**src/rtl/mem_stage_pkg.sv**
```systemverilog
// Shared definitions for the memory stage: FSM encoding, default address map
// and word-addressing helpers.
package mem_stage_pkg;

   typedef enum logic [1:0] {
      IDLE = 2'd0,
      BUSY = 2'd1,
      DONE = 2'd2
   } state_t;

   localparam logic [31:0] ADDR_BASE_DEFAULT = 32'd1024;
   localparam int          WORD_SHIFT        = 2;
   localparam int          CNT_W             = 4;

   // Word offset of a byte address relative to the memory base; bits [1:0] drop out.
   function automatic logic [31:0] word_offset(input logic [31:0] addr, input logic [31:0] base);
      return (addr - base) >> WORD_SHIFT;
   endfunction

endpackage

```
**src/rtl/mem_stage_if.sv**
```systemverilog
// Pipeline-facing bus of the memory stage: request from EX/MEM, load result
// and the ready/freeze handshake back to the pipeline.
interface mem_stage_if;

   logic        mem_R_en;
   logic        mem_W_en;
   logic [31:0] alu_result;
   logic [31:0] val_rm;
   logic [31:0] mem_result;
   logic        ready;
   logic        freeze;
   logic        addr_err;

   modport master (
      output mem_R_en, mem_W_en, alu_result, val_rm,
      input  mem_result, ready, freeze, addr_err
   );

   modport slave (
      input  mem_R_en, mem_W_en, alu_result, val_rm,
      output mem_result, ready, freeze, addr_err
   );

endinterface

```
**src/rtl/mem_stage_data_mem.sv**
```systemverilog
// Single-port synchronous word memory with write enable and an enabled,
// registered read port that holds its last value between reads.
module data_mem #(
   parameter int DEPTH = 64,
   parameter int IDX_W = 6
) (
   input  logic             clk,
   input  logic             we,
   input  logic             re,
   input  logic [IDX_W-1:0] idx,
   input  logic [31:0]      wdata,
   output logic [31:0]      rdata
);

   logic [31:0] mem [DEPTH];

   always_ff @(posedge clk) begin
      if (we) begin
         mem[idx] <= wdata;
      end
      if (re) begin
         rdata <= mem[idx];
      end
   end

endmodule

```
**src/rtl/mem_stage.sv**
```systemverilog
// Memory stage: word loads/stores on a local data memory with a fixed access
// latency, stalling the pipeline through freeze while an access is in flight.
module mem_stage
   import mem_stage_pkg::*;
#(
   parameter logic [31:0] ADDR_BASE   = ADDR_BASE_DEFAULT,
   parameter int          DEPTH       = 64,
   parameter int          WAIT_CYCLES = 3
) (
   input  logic         clk,
   input  logic         rst,
   mem_stage_if.slave   bus
);

   localparam int             IDX_W    = (DEPTH > 1) ? $clog2(DEPTH) : 1;
   localparam logic [CNT_W-1:0] CNT_INIT = (WAIT_CYCLES == 0) ? '0 : CNT_W'(WAIT_CYCLES - 1);

   if (WAIT_CYCLES < 0 || WAIT_CYCLES > 15) begin : g_bad_wait
      $error("mem_stage: WAIT_CYCLES must lie in 0..15");
   end

   state_t            state;
   logic [CNT_W-1:0]  cnt;
   logic [IDX_W-1:0]  idx_q;
   logic [31:0]       data_q;
   logic              wr_q;
   logic              rd_q;
   logic              in_range_q;
   logic              zero_q;
   logic              addr_err_q;

   logic              req;
   logic [31:0]       word_off;
   logic              in_range_in;
   logic              cur_wr;
   logic              cur_rd;
   logic              cur_in_range;
   logic [IDX_W-1:0]  cur_idx;
   logic [31:0]       cur_data;
   logic              commit;
   logic              mem_we;
   logic              mem_re;
   logic [31:0]       rdata;

   assign req         = bus.mem_R_en | bus.mem_W_en;
   assign word_off    = word_offset(bus.alu_result, ADDR_BASE);
   assign in_range_in = (bus.alu_result >= ADDR_BASE) && (word_off < 32'(DEPTH));

   // A zero-wait build commits straight from the bus in IDLE; otherwise the latched request is used.
   always_comb begin
      cur_wr       = wr_q;
      cur_rd       = rd_q;
      cur_in_range = in_range_q;
      cur_idx      = idx_q;
      cur_data     = data_q;
      if (state == IDLE) begin
         cur_wr       = bus.mem_W_en;
         cur_rd       = bus.mem_R_en;
         cur_in_range = in_range_in;
         cur_idx      = word_off[IDX_W-1:0];
         cur_data     = bus.val_rm;
      end
   end

   assign commit = rst && (((state == IDLE) && req && (WAIT_CYCLES == 0)) ||
                           ((state == BUSY) && (cnt == '0)));
   assign mem_we = commit && cur_wr && cur_in_range;
   assign mem_re = commit && cur_rd && !cur_wr && cur_in_range;

   data_mem #(
      .DEPTH (DEPTH),
      .IDX_W (IDX_W)
   ) u_data_mem (
      .clk   (clk),
      .we    (mem_we),
      .re    (mem_re),
      .idx   (cur_idx),
      .wdata (cur_data),
      .rdata (rdata)
   );

   // zero_q marks a completed load that must read as 0 (out of range, or R+W treated as a store).
   always_ff @(posedge clk) begin
      if (!rst) begin
         state      <= IDLE;
         cnt        <= '0;
         zero_q     <= 1'b1;
         addr_err_q <= 1'b0;
      end else begin
         addr_err_q <= 1'b0;
         if (commit && cur_rd) begin
            zero_q <= cur_wr || !cur_in_range;
         end
         unique case (state)
            IDLE: begin
               if (req) begin
                  idx_q      <= word_off[IDX_W-1:0];
                  data_q     <= bus.val_rm;
                  wr_q       <= bus.mem_W_en;
                  rd_q       <= bus.mem_R_en;
                  in_range_q <= in_range_in;
                  cnt        <= CNT_INIT;
                  if (WAIT_CYCLES == 0) begin
                     state      <= DONE;
                     addr_err_q <= !in_range_in;
                  end else begin
                     state <= BUSY;
                  end
               end
            end
            BUSY: begin
               if (cnt == '0) begin
                  state      <= DONE;
                  addr_err_q <= !in_range_q;
               end else begin
                  cnt <= cnt - 1'b1;
               end
            end
            DONE:    state <= IDLE;
            default: state <= IDLE;
         endcase
      end
   end

   assign bus.mem_result = zero_q ? 32'd0 : rdata;
   assign bus.ready      = !rst || ((state == IDLE) && !req) || (state == DONE);
   assign bus.freeze     = ~bus.ready;
   assign bus.addr_err   = addr_err_q;

endmodule

```
**src/flat_wrapper.sv**
```systemverilog
// flat-port wrapper written by rule: the top's interface ports become plain ports
module mem_stage_flat import mem_stage_pkg::*;
#(
   parameter logic [31:0] ADDR_BASE   = ADDR_BASE_DEFAULT,
   parameter int          DEPTH       = 64,
   parameter int          WAIT_CYCLES = 3
)
  (clk, rst, bus_mem_R_en, bus_mem_W_en, bus_alu_result, bus_val_rm, bus_mem_result, bus_ready, bus_freeze, bus_addr_err);
  mem_stage_if bus_i ();
  input  logic clk;
  input  logic rst;
  input wire logic [$bits(bus_i.mem_R_en)-1:0] bus_mem_R_en;
  input wire logic [$bits(bus_i.mem_W_en)-1:0] bus_mem_W_en;
  input wire logic [$bits(bus_i.alu_result)-1:0] bus_alu_result;
  input wire logic [$bits(bus_i.val_rm)-1:0] bus_val_rm;
  output wire logic [$bits(bus_i.mem_result)-1:0] bus_mem_result;
  output wire logic [$bits(bus_i.ready)-1:0] bus_ready;
  output wire logic [$bits(bus_i.freeze)-1:0] bus_freeze;
  output wire logic [$bits(bus_i.addr_err)-1:0] bus_addr_err;
  assign bus_i.mem_R_en = bus_mem_R_en;
  assign bus_i.mem_W_en = bus_mem_W_en;
  assign bus_i.alu_result = bus_alu_result;
  assign bus_i.val_rm = bus_val_rm;
  assign bus_mem_result = bus_i.mem_result;
  assign bus_ready = bus_i.ready;
  assign bus_freeze = bus_i.freeze;
  assign bus_addr_err = bus_i.addr_err;
  mem_stage #(.ADDR_BASE(ADDR_BASE), .DEPTH(DEPTH), .WAIT_CYCLES(WAIT_CYCLES)) u_core (.clk(clk), .rst(rst), .bus(bus_i));
endmodule
```
**config.mk**
```make
export PLATFORM = sky130hd
export DESIGN_NAME = mem_stage_flat
export DESIGN_NICKNAME = d
export VERILOG_FILES = /design/src/rtl/mem_stage_pkg.sv /design/src/rtl/mem_stage_if.sv /design/src/rtl/mem_stage_data_mem.sv /design/src/rtl/mem_stage.sv /design/src/flat_wrapper.sv
export SDC_FILE = /design/constraint.sdc
export NUM_CORES = 2
export LEC_CHECK = 0
export BUFFER_PORTS_ARGS = -buffer_cell sky130_fd_sc_hd__buf_2
export CORE_MARGIN = 5
export CORE_UTILIZATION = 27
export DETAILED_ROUTE_END_ITERATION = 7
export SLEW_MARGIN = 5
export SYNTH_ARGS = -nofsm -noshare
export SYNTH_HDL_FRONTEND = slang
export SYNTH_HIERARCHICAL = 1
export SYNTH_SLANG_ARGS = --single-unit
export TNS_END_PERCENT = 10
```
**constraint.sdc**
```tcl
create_clock -name clk -period 6.7 [get_ports clk]
set_input_delay 1.34 -clock clk [delete_from_list [all_inputs] [get_ports clk]]
set_output_delay 1.34 -clock clk [all_outputs]
set_load 0.005 [all_outputs]
```
==> tab_implementation.tex <==
\begin{tabular}{lr}
\hline
Metric & Value \\
\hline
\multicolumn{2}{l}{\textbf{Run status}} \\
\quad Status & finished clean \\
\multicolumn{2}{l}{\textbf{Yosys}} \\
\quad Area contributors post-synth & sky130\_fd\_sc\_hd\_\_edfxtp\_1 (78\%), sky130\_fd\_sc\_hd\_\_mux2i\_1 (3.2\%), sky130\_fd\_sc\_hd\_\_mux4\_2 (2.6\%) \\
\quad Most frequently used cell type in the post-synthesis netlist & sky130\_fd\_sc\_hd\_\_edfxtp\_1 \\
\quad Number of enable-type register cells in the synthesized netlist & 2,121 \\
\quad Number of different library cells in the post-synthesis netlist & 69 \\
\quad Biggest area consumer among synthesized cells & sky130\_fd\_sc\_hd\_\_edfxtp\_1 \\
\quad Number of nets in the synthesized netlist & 4,498 \\
\quad Seq/Total Area, Yosys & 78.1\% \\
\quad Synthesis Warnings & 6 \\
\quad Post-synth top area share & 78.0\% \\
\quad Post-synth design cell area & 0.0817 mm2 \\
\quad Number of standard cells after synthesis & 4,428 \\
\quad Most frequent cells after synthesis & sky130\_fd\_sc\_hd\_\_edfxtp\_1 (2,121), sky130\_fd\_sc\_hd\_\_mux2i\_1 (260), sky130\_fd\_sc\_hd\_\_a22oi\_1 (188) \\
\quad Mean post-synth cell area & 18.5 um2 \\
\quad Flip-flop cell with the highest count after synthesis & sky130\_fd\_sc\_hd\_\_edfxtp\_1 \\
\quad Proportion of register bits with asynchronous set or reset after synthesis & 0\% \\
\quad Post-synthesis register bit count & 2,129 \\
\multicolumn{2}{l}{\textbf{Critical path}} \\
\quad Maximum cell stage delay along the critical path & 0.94 ns \\
\quad Worst path top cell family by delay & simple AND/OR/NAND/NOR gates \\
\quad Kind of critical path & register to register \\
\quad Ordered list of cells on the worst path & nor2\_4 -> mux2\_8 -> nor2b\_2 -> nand3\_1 -> nor2\_4 -> buf\_4 \\
\quad R2R Path End & u\_core/u\_data\_mem/mem[53][12] \\
\quad Number of cells on the worst reg-to-reg path & 6 \\
\quad Number of gates on the worst path with buffers counted & 6 \\
\quad Crit path buf inv count & 1 \\
\quad Kind of end point of the critical path & register \\
\quad Slack of the worst reg-to-reg path & 1.24 ns \\
\quad Critical path peak fanout & 67 \\
\quad Reg-to-reg critical path startpoint & u\_core/state[1] \\
\quad Critical Path Most Common Cell & sky130\_fd\_sc\_hd\_\_nor2\_4 \\
\quad Slowest cell on crit path & sky130\_fd\_sc\_hd\_\_nor2\_4 \\
\quad Critical Path Start Type & register \\
\quad Critical path data arrival time & 5.92 ns \\
\quad Data required time of the worst path & 7.17 ns \\
\multicolumn{2}{l}{\textbf{Clock tree}} \\
\quad H-tree lvl count & 4 \\
\quad Number of buffers added by the clock tree synthesis step & 199 \\
\quad Clock insertion delay at the later pin of the skew report & 0.83 ns \\
\quad Hold buffers post-CTS & 0 \\
\quad Clock Root Buffer & sky130\_fd\_sc\_hd\_\_clkbuf\_16 \\
\quad Clock slew at the register clock pins of the worst setup and hold paths & 0.06 ns \\
\quad Number of setup buffers added after CTS & 0 \\
\quad Maximum buffer depth of the clock tree & 3 \\
\quad Number of instances resized during post-cts repair & 0 \\
\quad CTS tree & done \\
\quad Total number of clock tree sinks & 2,129 \\
\multicolumn{2}{l}{\textbf{Drt}} \\
\quad 1st-pass router iterations & 5 \\
\quad Number of vias in the routed layout & 44,300 \\
\quad Residual DRC & 0 \\
\quad Initial detailed-routing violation count & 4,823 \\
\quad Detail-routed net length per standard cell & 25.0 um \\
\quad Total detailed-routing wirelength & 219,000 um \\
\quad Vias/cell & 5.05 \\
\quad Number of nets still failing antenna checks after routing & 0 \\
\multicolumn{2}{l}{\textbf{Global routing}} \\
\quad Overall overflow remaining after global route & 0 \\
\quad Number of global-route vias before repair & 43,600 \\
\quad Initial antenna violation count & 10 \\
\quad First-pass GRT wire length & 315,000 um \\
\quad Global-route total usage across every layer & 13.4\% \\
\quad Largest net degree at the start of global routing & 98 \\
\multicolumn{2}{l}{\textbf{Hold path}} \\
\quad Min-Delay Startpoint & u\_core/in\_range\_q \\
\quad Hold-critical path depth & 1 \\
\quad Worst min-delay path endpoint & u\_core/bus.addr\_err \\
\quad Type of the most critical hold path & register to register \\
\multicolumn{2}{l}{\textbf{Pwr}} \\
\quad Worst VDD drop & 0.000228 V \\
\quad Static power due to leakage & 29.6 nW \\
\quad Power density relative to cell area & 349 mW/mm2 \\
\multicolumn{2}{l}{\textbf{Placement}} \\
\quad Half-perimeter wire length after detailed placement & 126,000 um \\
\quad RePlAce Congestion & 0.805 \\
\quad Port bufs & 100 \\
\quad Instance area at placement & 0.0882 mm2 \\
\multicolumn{2}{l}{\textbf{STA}} \\
\quad Achievable clock frequency & 183 MHz \\
\quad Worst clock skew on the final layout & 0.0314 ns \\
\quad Setup repair after global routing missed its margin & no \\
\quad Tcrit/Tclk final & 81.5\% \\
\quad Actual transition at the worst max-transition pin & 1.30 ns \\
\quad Count of final setup violators & 0 \\
\quad Headroom to the max-slew limit & 10.9\% \\
\quad Max-slew violation count & 0 \\
\quad Tmin final & 5.46 ns \\
\quad Hold violation count in the final report & 0 \\
\quad Setup TNS & 0 ns \\
\quad Final-layout worst hold slack & 0.485 ns \\
\multicolumn{2}{l}{\textbf{Die}} \\
\quad Floorplan die area & 0.314 mm2 \\
\quad Starting density of the core & 27.1\% \\
\quad I/O pin count & 103 \\
\quad Die Span X & 560 um \\
\quad Std-Cell Rows & 202 \\
\quad Area of the core region & 0.302 mm2 \\
\quad Overall die height & 560 um \\
\multicolumn{2}{l}{\textbf{Layout}} \\
\quad Share of post-route cells with drive strength above 1 & 19.6\% \\
\quad Combined flip-flop and latch cell area & 0.0639 mm2 \\
\quad Final layout net count & 4,688 \\
\quad Share of the core filled with cells & 31.3\% \\
\quad Total area of multi-input combinational cells & 0.0171 mm2 \\
\quad Final cell area excluding filler cells & 0.0945 mm2 \\
\quad P\&R area growth vs syn & 15.6\% \\
\quad Count of filler cells inserted in the layout & 28,800 \\
\multicolumn{2}{l}{\textbf{Job}} \\
\quad Maximum capacitance violations & 0 \\
\hline
\end{tabular}
[how the worst max path moves through the flow]
stage,startpoint,slack [ns],to
after floorplan,rst,1.23,u_core/zero_q
after global placement,bus_alu_result[2],1.10,u_core/u_data_mem/mem[53][18]
after detailed placement,bus_alu_result[2],1.03,u_core/u_data_mem/mem[53][6]
after CTS,u_core/state[1],1.19,u_core/u_data_mem/mem[53][12]
after global routing,u_core/state[1],1.04,u_core/u_data_mem/mem[53][12]
final,u_core/state[1],1.24,u_core/u_data_mem/mem[53][12]
[power breakdown]
part / switching, mW / total (mW) / internal (mW)
logic: 4.47 / 6.41 / 1.94
clock network: 4.81 / 10.9 / 6.09
registers: 0.0223 / 15.6 / 15.6
total: 9.30 / 33.0 / 23.6
[metal layers]
metal  part of all wire [%]  vias to the layer above  global-route usage [%]
met3                    7.3                      314                    2.24
met5                 0.0096                        -                       0
li1                       -                    18800                       -
met2                     48                     1857                    22.2
met1                     41                    23300                    18.2
met4                    2.9                        4                    4.04
[placed cells by master, fill, tap and decap left out, drive strengths merged, types with 93 or more instances in the layout]
| cell | netlist | final |
|---|---|---|
| clkinv | 0 | 98 |
| a22oi | 188 | 188 |
| o22ai | 93 | 93 |
| mux2i | 260 | 260 |
| a21oi | 123 | 123 |
| a221oi | 175 | 175 |
| mux4 | 96 | 96 |
| nor2 | 155 | 155 |
| edfxtp | 2121 | 2121 |
| buf | 129 | 294 |
| clkbuf | 176 | 252 |
| mux2 | 185 | 185 |
[metrics by stage]
step / worst slack (ns) / total power, mW / std cells
6_report: 1.24 / 33.0 / 8775
5_1_grt: 1.04 / 34.1 / 8767
4_1_cts: 1.19 / 33.1 / 8763
3_5_place_dp: 1.03 / 22.3 / 8395
3_3_place_gp: 1.10 / 22.3 / 8395
2_1_floorplan: 1.23 / 19.8 / 4428
[area by class of cell]
cell class / instances / area share (%)
diodes: 12 / 0.0318
clock buffers: 252 / 5.66
clock inverters: 116 / 0.931
inverters: 7 / 0.0358
multi-input cells: 1987 / 18.1
flip-flops and latches: 2129 / 67.6
well taps: 3978 / 5.27
repair buffers: 294 / 2.35
[sequential cells by signal, summed over array words and instances (netlist names)]
| signal | flops |
|---|---|
| u_core/rd_q | 1 |
| u_core/data_q | 32 |
| u_core/idx_q | 6 |
| u_core/u_data_mem/mem | 2048 |
| u_core/wr_q | 1 |
| u_core/zero_q | 1 |
| u_core/state | 2 |
| u_core/bus.addr_err | 1 |
| u_core/cnt | 4 |
| u_core/u_data_mem/rdata | 32 |
| u_core/in_range_q | 1 |
[cells by family after synthesis]
kind of cell	Yosys count	share of synthesized area, %
flip-flops	2129	78.1
AO/OA/AOI/OAI	945	8.47
multiplexers	541	8.38
AND/OR/NAND/NOR	495	3.25
buffers and inverters	312	1.68
XOR/XNOR	4	0.0429
adder cells (fa/ha/maj)	2	0.0306
No activity file was read; power rests on OpenSTA's default activity.
